==> src/rtl/mips_cpu_regfile_sb.sv <==
// mips_cpu_regfile_sb: MIPS-style register file with a per-register scoreboard.
//
// Ports:
//   clk          - single clock; all state updates on the rising edge
//   reset        - synchronous, active-high reset
//   wr_en        - write strobe
//   wr_addr      - write register index
//   wr_data      - write value
//   rsv_en       - marks rsv_addr as having an outstanding producer
//   rsv_addr     - register being reserved
//   rd_en        - per-port read strobes
//   rd_addr      - port i's address in bits [i*ADDR_W +: ADDR_W]
//   rd_data      - port i's registered read data in bits [i*DATA_W +: DATA_W]
//   rd_pending   - per port, set when the value was captured while reserved
//   any_pending  - combinational OR of all stored pending bits
//   debug_reg    - view of register DEBUG_IDX, with same-cycle write forwarding
//
// Configuration:
//   REGFILE_BYPASS_EN - when defined, a read and a write to the same nonzero
//   index in one cycle return wr_data and the post-update pending bit. When
//   undefined, such a read returns the old value and the old pending bit.
//
// Register 0 is hard-wired to zero and can never be reserved.

module mips_cpu_regfile_sb #(
    parameter int unsigned DATA_W    = 32,
    parameter int unsigned ADDR_W    = 5,
    parameter int unsigned RD_PORTS  = 2,
    parameter int unsigned DEBUG_IDX = 2
) (
    input  logic                         clk,
    input  logic                         reset,
    input  logic                         wr_en,
    input  logic [ADDR_W-1:0]            wr_addr,
    input  logic [DATA_W-1:0]            wr_data,
    input  logic                         rsv_en,
    input  logic [ADDR_W-1:0]            rsv_addr,
    input  logic [RD_PORTS-1:0]          rd_en,
    input  logic [RD_PORTS*ADDR_W-1:0]   rd_addr,
    output logic [RD_PORTS*DATA_W-1:0]   rd_data,
    output logic [RD_PORTS-1:0]          rd_pending,
    output logic                         any_pending,
    output logic [DATA_W-1:0]            debug_reg
);

    localparam int unsigned       NREGS    = 2 ** ADDR_W;
    localparam logic [ADDR_W-1:0] DBG_ADDR = ADDR_W'(DEBUG_IDX);

    logic [DATA_W-1:0]          mem [NREGS];
    logic [NREGS-1:0]           pend_q;
    logic [NREGS-1:0]           pend_d;
    logic                       wr_hit;
    logic                       rsv_hit;
    logic [ADDR_W-1:0]          rd_a [RD_PORTS];
    logic [RD_PORTS*DATA_W-1:0] rd_data_d;
    logic [RD_PORTS-1:0]        rd_pending_d;

    // Accesses to register 0 are dropped here so nothing downstream sees them.
    assign wr_hit  = wr_en  && (wr_addr  != '0);
    assign rsv_hit = rsv_en && (rsv_addr != '0);

    // Unpack per-port read addresses.
    for (genvar g = 0; g < RD_PORTS; g++) begin : g_rd_addr
        assign rd_a[g] = rd_addr[g*ADDR_W +: ADDR_W];
    end

    // Scoreboard update: a write clears, a reservation sets; the set is
    // applied last so a same-cycle reservation wins over the write.
    always_comb begin
        pend_d = pend_q;
        if (wr_hit) begin
            pend_d[wr_addr] = 1'b0;
        end
        if (rsv_hit) begin
            pend_d[rsv_addr] = 1'b1;
        end
    end

    // Next read-port values; disabled ports hold.
    always_comb begin
        rd_data_d    = rd_data;
        rd_pending_d = rd_pending;
        for (int i = 0; i < RD_PORTS; i++) begin
            if (rd_en[i]) begin
                if (rd_a[i] == '0) begin
                    rd_data_d[i*DATA_W +: DATA_W] = '0;
                    rd_pending_d[i]               = 1'b0;
                end
`ifdef REGFILE_BYPASS_EN
                else if (wr_hit && (wr_addr == rd_a[i])) begin
                    // Forward the in-flight write and its resulting pending bit.
                    rd_data_d[i*DATA_W +: DATA_W] = wr_data;
                    rd_pending_d[i]               = pend_d[rd_a[i]];
                end
`endif
                else begin
                    rd_data_d[i*DATA_W +: DATA_W] = mem[rd_a[i]];
                    rd_pending_d[i]               = pend_q[rd_a[i]];
                end
            end
        end
    end

    // Storage, scoreboard and read-port registers; reset overrides everything.
    always_ff @(posedge clk) begin
        if (reset) begin
            for (int r = 0; r < int'(NREGS); r++) begin
                mem[r] <= '0;
            end
            pend_q     <= '0;
            rd_data    <= '0;
            rd_pending <= '0;
        end else begin
            if (wr_hit) begin
                mem[wr_addr] <= wr_data;
            end
            pend_q     <= pend_d;
            rd_data    <= rd_data_d;
            rd_pending <= rd_pending_d;
        end
    end

    // Stored scoreboard only; no look-ahead on this cycle's reservations.
    assign any_pending = |pend_q;

    // Debug view forwards a same-cycle write to the mirrored register.
    always_comb begin
        if (wr_hit && (wr_addr == DBG_ADDR)) begin
            debug_reg = wr_data;
        end else begin
            debug_reg = mem[DBG_ADDR];
        end
    end

endmodule

==> config.mk <==
export PLATFORM = sky130hd
export DESIGN_NAME = mips_cpu_regfile_sb
export DESIGN_NICKNAME = d
export VERILOG_FILES = /design/src/rtl/mips_cpu_regfile_sb.sv
export SDC_FILE = /design/constraint.sdc
export NUM_CORES = 2
export LEC_CHECK = 0
export CORE_MARGIN = 3
export CORE_UTILIZATION = 30
export CTS_CLUSTER_DIAMETER = 30
export DETAILED_ROUTE_END_ITERATION = 8
export PLACE_DENSITY = 0.56
export SYNTH_ARGS = -nofsm -noshare
export SYNTH_HDL_FRONTEND = slang
export SYNTH_SLANG_ARGS = --single-unit
==> constraint.sdc <==
create_clock -name clk -period 7.8 [get_ports clk]
set_input_delay 1.56 -clock clk [delete_from_list [all_inputs] [get_ports clk]]
set_output_delay 1.56 -clock clk [all_outputs]
set_load 0.02 [all_outputs]
**Yosys cells after proc, flatten, opt, wreduce, memory -nomap -nowiden**

Memories as Yosys holds them, arrays and structs flattened.
Cells that the tools add are included.

- $lt $le $gt $ge: 6
- Eq/ne operators: 1
- Muxes and demuxes: 23
- Bitwise operators: 3
- Reductions and logical operators: 11

Operator list:

| operator | count |
|---|---|
| 32-bit 2-to-1 mux | 6 |
| 32-bit OR reduction | 2 |
| 32-bit AND | 1 |
| 32-bit inverter | 1 |
| 32-bit OR | 1 |
| 5-bit by 6-bit < comparator with 1-bit output (second input constant) | 4 |
| 1-bit 2-to-1 mux | 12 |
| 1-bit binary-select mux with 5-bit select | 2 |
| 1-bit demux with 5-bit select | 2 |
| 5-bit by 1-bit >= comparator with 1-bit output (second input constant) | 2 |
| 5-bit logical NOT | 2 |
| 5-bit nonzero test | 2 |
| 5-bit by 2-bit == test with 1-bit output (second input constant) | 1 |
| 1-bit logical AND | 5 |
| 5-bit 2-to-1 mux | 1 |

- Bits in registers: 98
- RAM bits: 1024
- Input port bits: 58
- Output and inout port bits: 99
- Logic and storage cells: 50
- Memories kept: 1

Memory list:

| memory | words | width | read ports | clocked after Yosys merged registers in | write ports | line | source |
|---|---|---|---|---|---|---|---|
| mem | 32 | 32 | 3 | 0 | 32 | 49 | `logic [DATA_W-1:0] mem [NREGS];` |

**Logic depth before layout (Yosys ltp)**

- Word-level depth: 9
- Mapped depth: 8
- Depth with buffers taken out: 4

**Worst setup path before layout**

OpenSTA, ideal clock, no wires.

- Kind: input-to-reg
- From: in wr_addr[2]
- To: mem mem[7][0], enable pin
- Setup time: 0.513 ns
- Arrival time: 5.458 ns
- Required time: 7.287 ns
- Setup slack: 1.829 ns
- Cell stages on the path: 3
- Path buffers: 1
- Path through: clkbuf_1 -> nand2_1 -> o41ai_1

RTL lines:

| what | line | source |
|---|---|---|
| from (decl) | 34 | `input logic [ADDR_W-1:0] wr_addr,` |
| to (decl) | 49 |  |

**Final worst setup path**

- From: in wr_addr[4]
- To: out debug_reg[26]

- Cells in the longest elaborated chain, start to end: 4
- Elaborated cells between the ends (all ways): 5
- Classes of those cells: 1 x eq/ne; 1 x mux; 3 x reduce/logical

Ends and longest elaborated chain:

| what | line | source |
|---|---|---|
| 5-bit nonzero test | 59 | `assign wr_hit = wr_en && (wr_addr != '0);` |
| 1-bit logical AND | 59 |  |
| 1-bit logical AND * | 128 | `if (wr_hit && (wr_addr == DBG_ADDR)) begin` |
| 32-bit 2-to-1 mux * | 128 |  |
| to (decl) | 43 | `output logic [DATA_W-1:0] debug_reg` |

Mark *: on every way between the ends. The rest lies on a longest branch, timed or not.

==> impl_metrics.json <==
{
  "status": "complete, no violations",
  "detail_route.first_pass.iterations": 5,
  "design.die.area_um2": 202000,
  "grt-ovfl-total": 0,
  "final_cells": 7120,
  "critPathMaxFanout": 35,
  "ctsResizeCount": 0,
  "drv_cap": 0,
  "grt_pass1_wl_um": 307000,
  "cts_buffers": 283,
  "ys.flop_type": "edfxtp_1",
  "core-area_um2": 195000,
  "seq_power_share": 0.354,
  "areaGrowthSynthToFinish_pct": 23.2,
  "vdd_ir_drop_max_mv": 0.246,
  "cts_tree": "done",
  "p_switching_w": 0.00473,
  "synth.cell_area_um2": 58900,
  "grt_pass1_vias": 39677,
  "cp.arrival_ps": 4550,
  "vias": 38831,
  "cts.sinks": 1122,
  "slew_headroom": 0.115,
  "antenna_found_initial": 8,
  "seq_area_frac_synth": 0.555,
  "synthCells": 4119,
  "io_pins": 157,
  "path_class": "input pin to output pin",
  "rows": 162,
  "synth.area.top_cells": "edfxtp_1 52%, mux4_2 15%, and2_1 11%",
  "yosysTopAreaCell": "edfxtp_1",
  "nets": 4348,
  "worst_pin_slew_ps": 1320,
  "grt_max_degree": 88,
  "setup_ws_ps": 1690,
  "synth_edf_count": 1024,
  "end_kind": "output pin",
  "initialDrtViolationCount": 4845,
  "insertion_delay_ps": 870,
  "synth-seq-cells": 1122,
  "hold_buffers": 0,
  "mostFrequentLayoutCells": "1024 x edfxtp_1, 1009 x and2_1, 396 x mux4_2",
  "p_comb_frac": 0.086,
  "hold_path_class": "register to register",
  "setup_viol": 0,
  "ys_warn_count": 0,
  "worstPathRequired_ps": 6240,
  "p_leak_nw": 25.9,
  "post-place-ws_ps": 1690,
  "rsz0062_at_grt": "no",
  "period_needed_ps": 6110,
  "clkPwrFrac": 0.560,
  "internal-power_w": 0.0155,
  "drive_gt1_frac": 0.245,
  "fin_tns_setup_ps": 0,
  "dp.cells": 6629,
  "hold_viol": 0,
  "num-fill-cells": 18150,
  "ant_nets": 0,
  "grtUsageTotal": 0.213,
  "routabilityCongestion": 0.856,
  "switching_share": 0.234,
  "final_common_cell": "edfxtp_1",
  "cts_max_level": 5,
  "cts_setup_buffers": 0,
  "dieHeight_um": 449,
  "max_freq_mhz": 164,
  "power_density_nw_per_um2": 278,
  "ys_types": 51,
  "numPortBuffers": 156,
  "period_share": 0.783,
  "routed_via_density": 5.45,
  "avgSynthCellArea_um2": 14.3,
  "wl_per_cell_um": 30.9,
  "cts_max_path_buffers": 4,
  "fp.dieW_um": 449,
  "routed_wl_um": 220000,
  "cts-root-buf": "clkbuf_16",
  "netlist.area_leader.share": 0.522,
  "cp-start-kind": "input pin",
  "slew_violations": 0,
  "p_total_w": 0.0202,
  "async_flop_share": 0,
  "fin_worst_skew_ps": 42.0,
  "place_hpwl_um": 132000,
  "start_util": 0.302,
  "post-route-drc-count": 0,
  "clk_pin_slew_worst_paths_ps": 40
}
-- final cells by class --
class	count	area (um2)	share of cell area
antenna	3	7.51	0.000103
clock buffer	349	7610	0.105
clock inverter	139	1580	0.0217
inverter	30	113	0.00155
multi-input combinational	2570	24800	0.341
sequential	1122	32700	0.450
tap	2624	3280	0.0452
timing repair buffer	283	2590	0.0357
-- path summary, 6_finish.rpt --
kind	slack, ps	endpoint	depth (start not counted)	startpoint
setup / recovery	1690	debug_reg[26]	6	wr_addr[4]
hold / removal	500	pend_q[18]	2	pend_q[18]
setup reg to reg	5740	rd_data[41]	4	mem[31][9]
hold reg to reg	500	pend_q[18]	2	pend_q[18]
-- metrics by stage --
stage,instance area [um2],hold WS [ps],utilization
finish,72600,498,0.372
global route,72600,527,0.372
CTS,72600,493,0.372
detailed placement,63500,488,0.325
global placement,63500,489,0.325
floorplan,59100,465,-
-- routing by layer --
| layer | routed length (um) | up-vias | GRT usage |
|---|---|---|---|
| met3 | 20400 | 408 | 0.0533 |
| met1 | 89900 | 20248 | 0.281 |
| met4 | 8130 | 2 | 0.0864 |
| li1 | - | 16160 | - |
| met5 | 13 | - | 0 |
| met2 | 101000 | 2013 | 0.336 |
-- synthesized netlist by cell type, types with 8 or more instances --
master and n:
buf_4 16, a21o_1 41, and2_1 1010, a21oi_1 34, nand2_1 53, or2_2 46, inv_1 29, buf_1 20
clkbuf_1 294, buf_2 92, o21ai_0 13, nor3_1 13, a221oi_1 25, a221o_1 21, a32o_1 23, nand3_1 8
edfxtp_1 1024, nor2b_1 42, mux4_2 396, and3_1 53, a21boi_0 31, mux2i_1 365, o22ai_1 16, mux2_2 32
dfxtp_1 98, nor2_1 46, nor4_1 11, a311o_1 21, o311ai_1 43, a22oi_1 132, a211oi_1 31
-- cells by family (layout without fill, tap and decap cells) --
group           Yosys count  in the layout  synth area share
other cells               1             35         0.0000636
mux                     793            793             0.219
compound gates          440            440            0.0581
buf+inv                 458            801            0.0330
simple gates           1305           1305             0.135
flops                  1122           1122             0.555
-- power groups by stage --
stage | Clock [W] | Sequential (W) | Combinational [W]
2_1_floorplan | 0 | 0.00719 | 0.00101
3_3_place_gp | 0 | 0.00724 | 0.00171
3_5_place_dp | 0 | 0.00726 | 0.00172
4_1_cts | 0.0114 | 0.00716 | 0.00172
5_1_grt | 0.0117 | 0.00719 | 0.00180
6_report | 0.0113 | 0.00716 | 0.00173
-- sequential cells by signal, summed over array words and instances, names as in the netlist --
| signal | cells |
|---|---|
| rd_pending | 2 |
| pend_q | 32 |
| rd_data | 64 |
| mem | 1024 |
-- critical path: stages --
cell,delay [ps]
clkdlybuf4s50_1,1070
nor2b_1,220
nand3_2,120
buf_4,540
mux2_2,410
clkdlybuf4s50_1,550
Power figures use the tool's default switching activity.
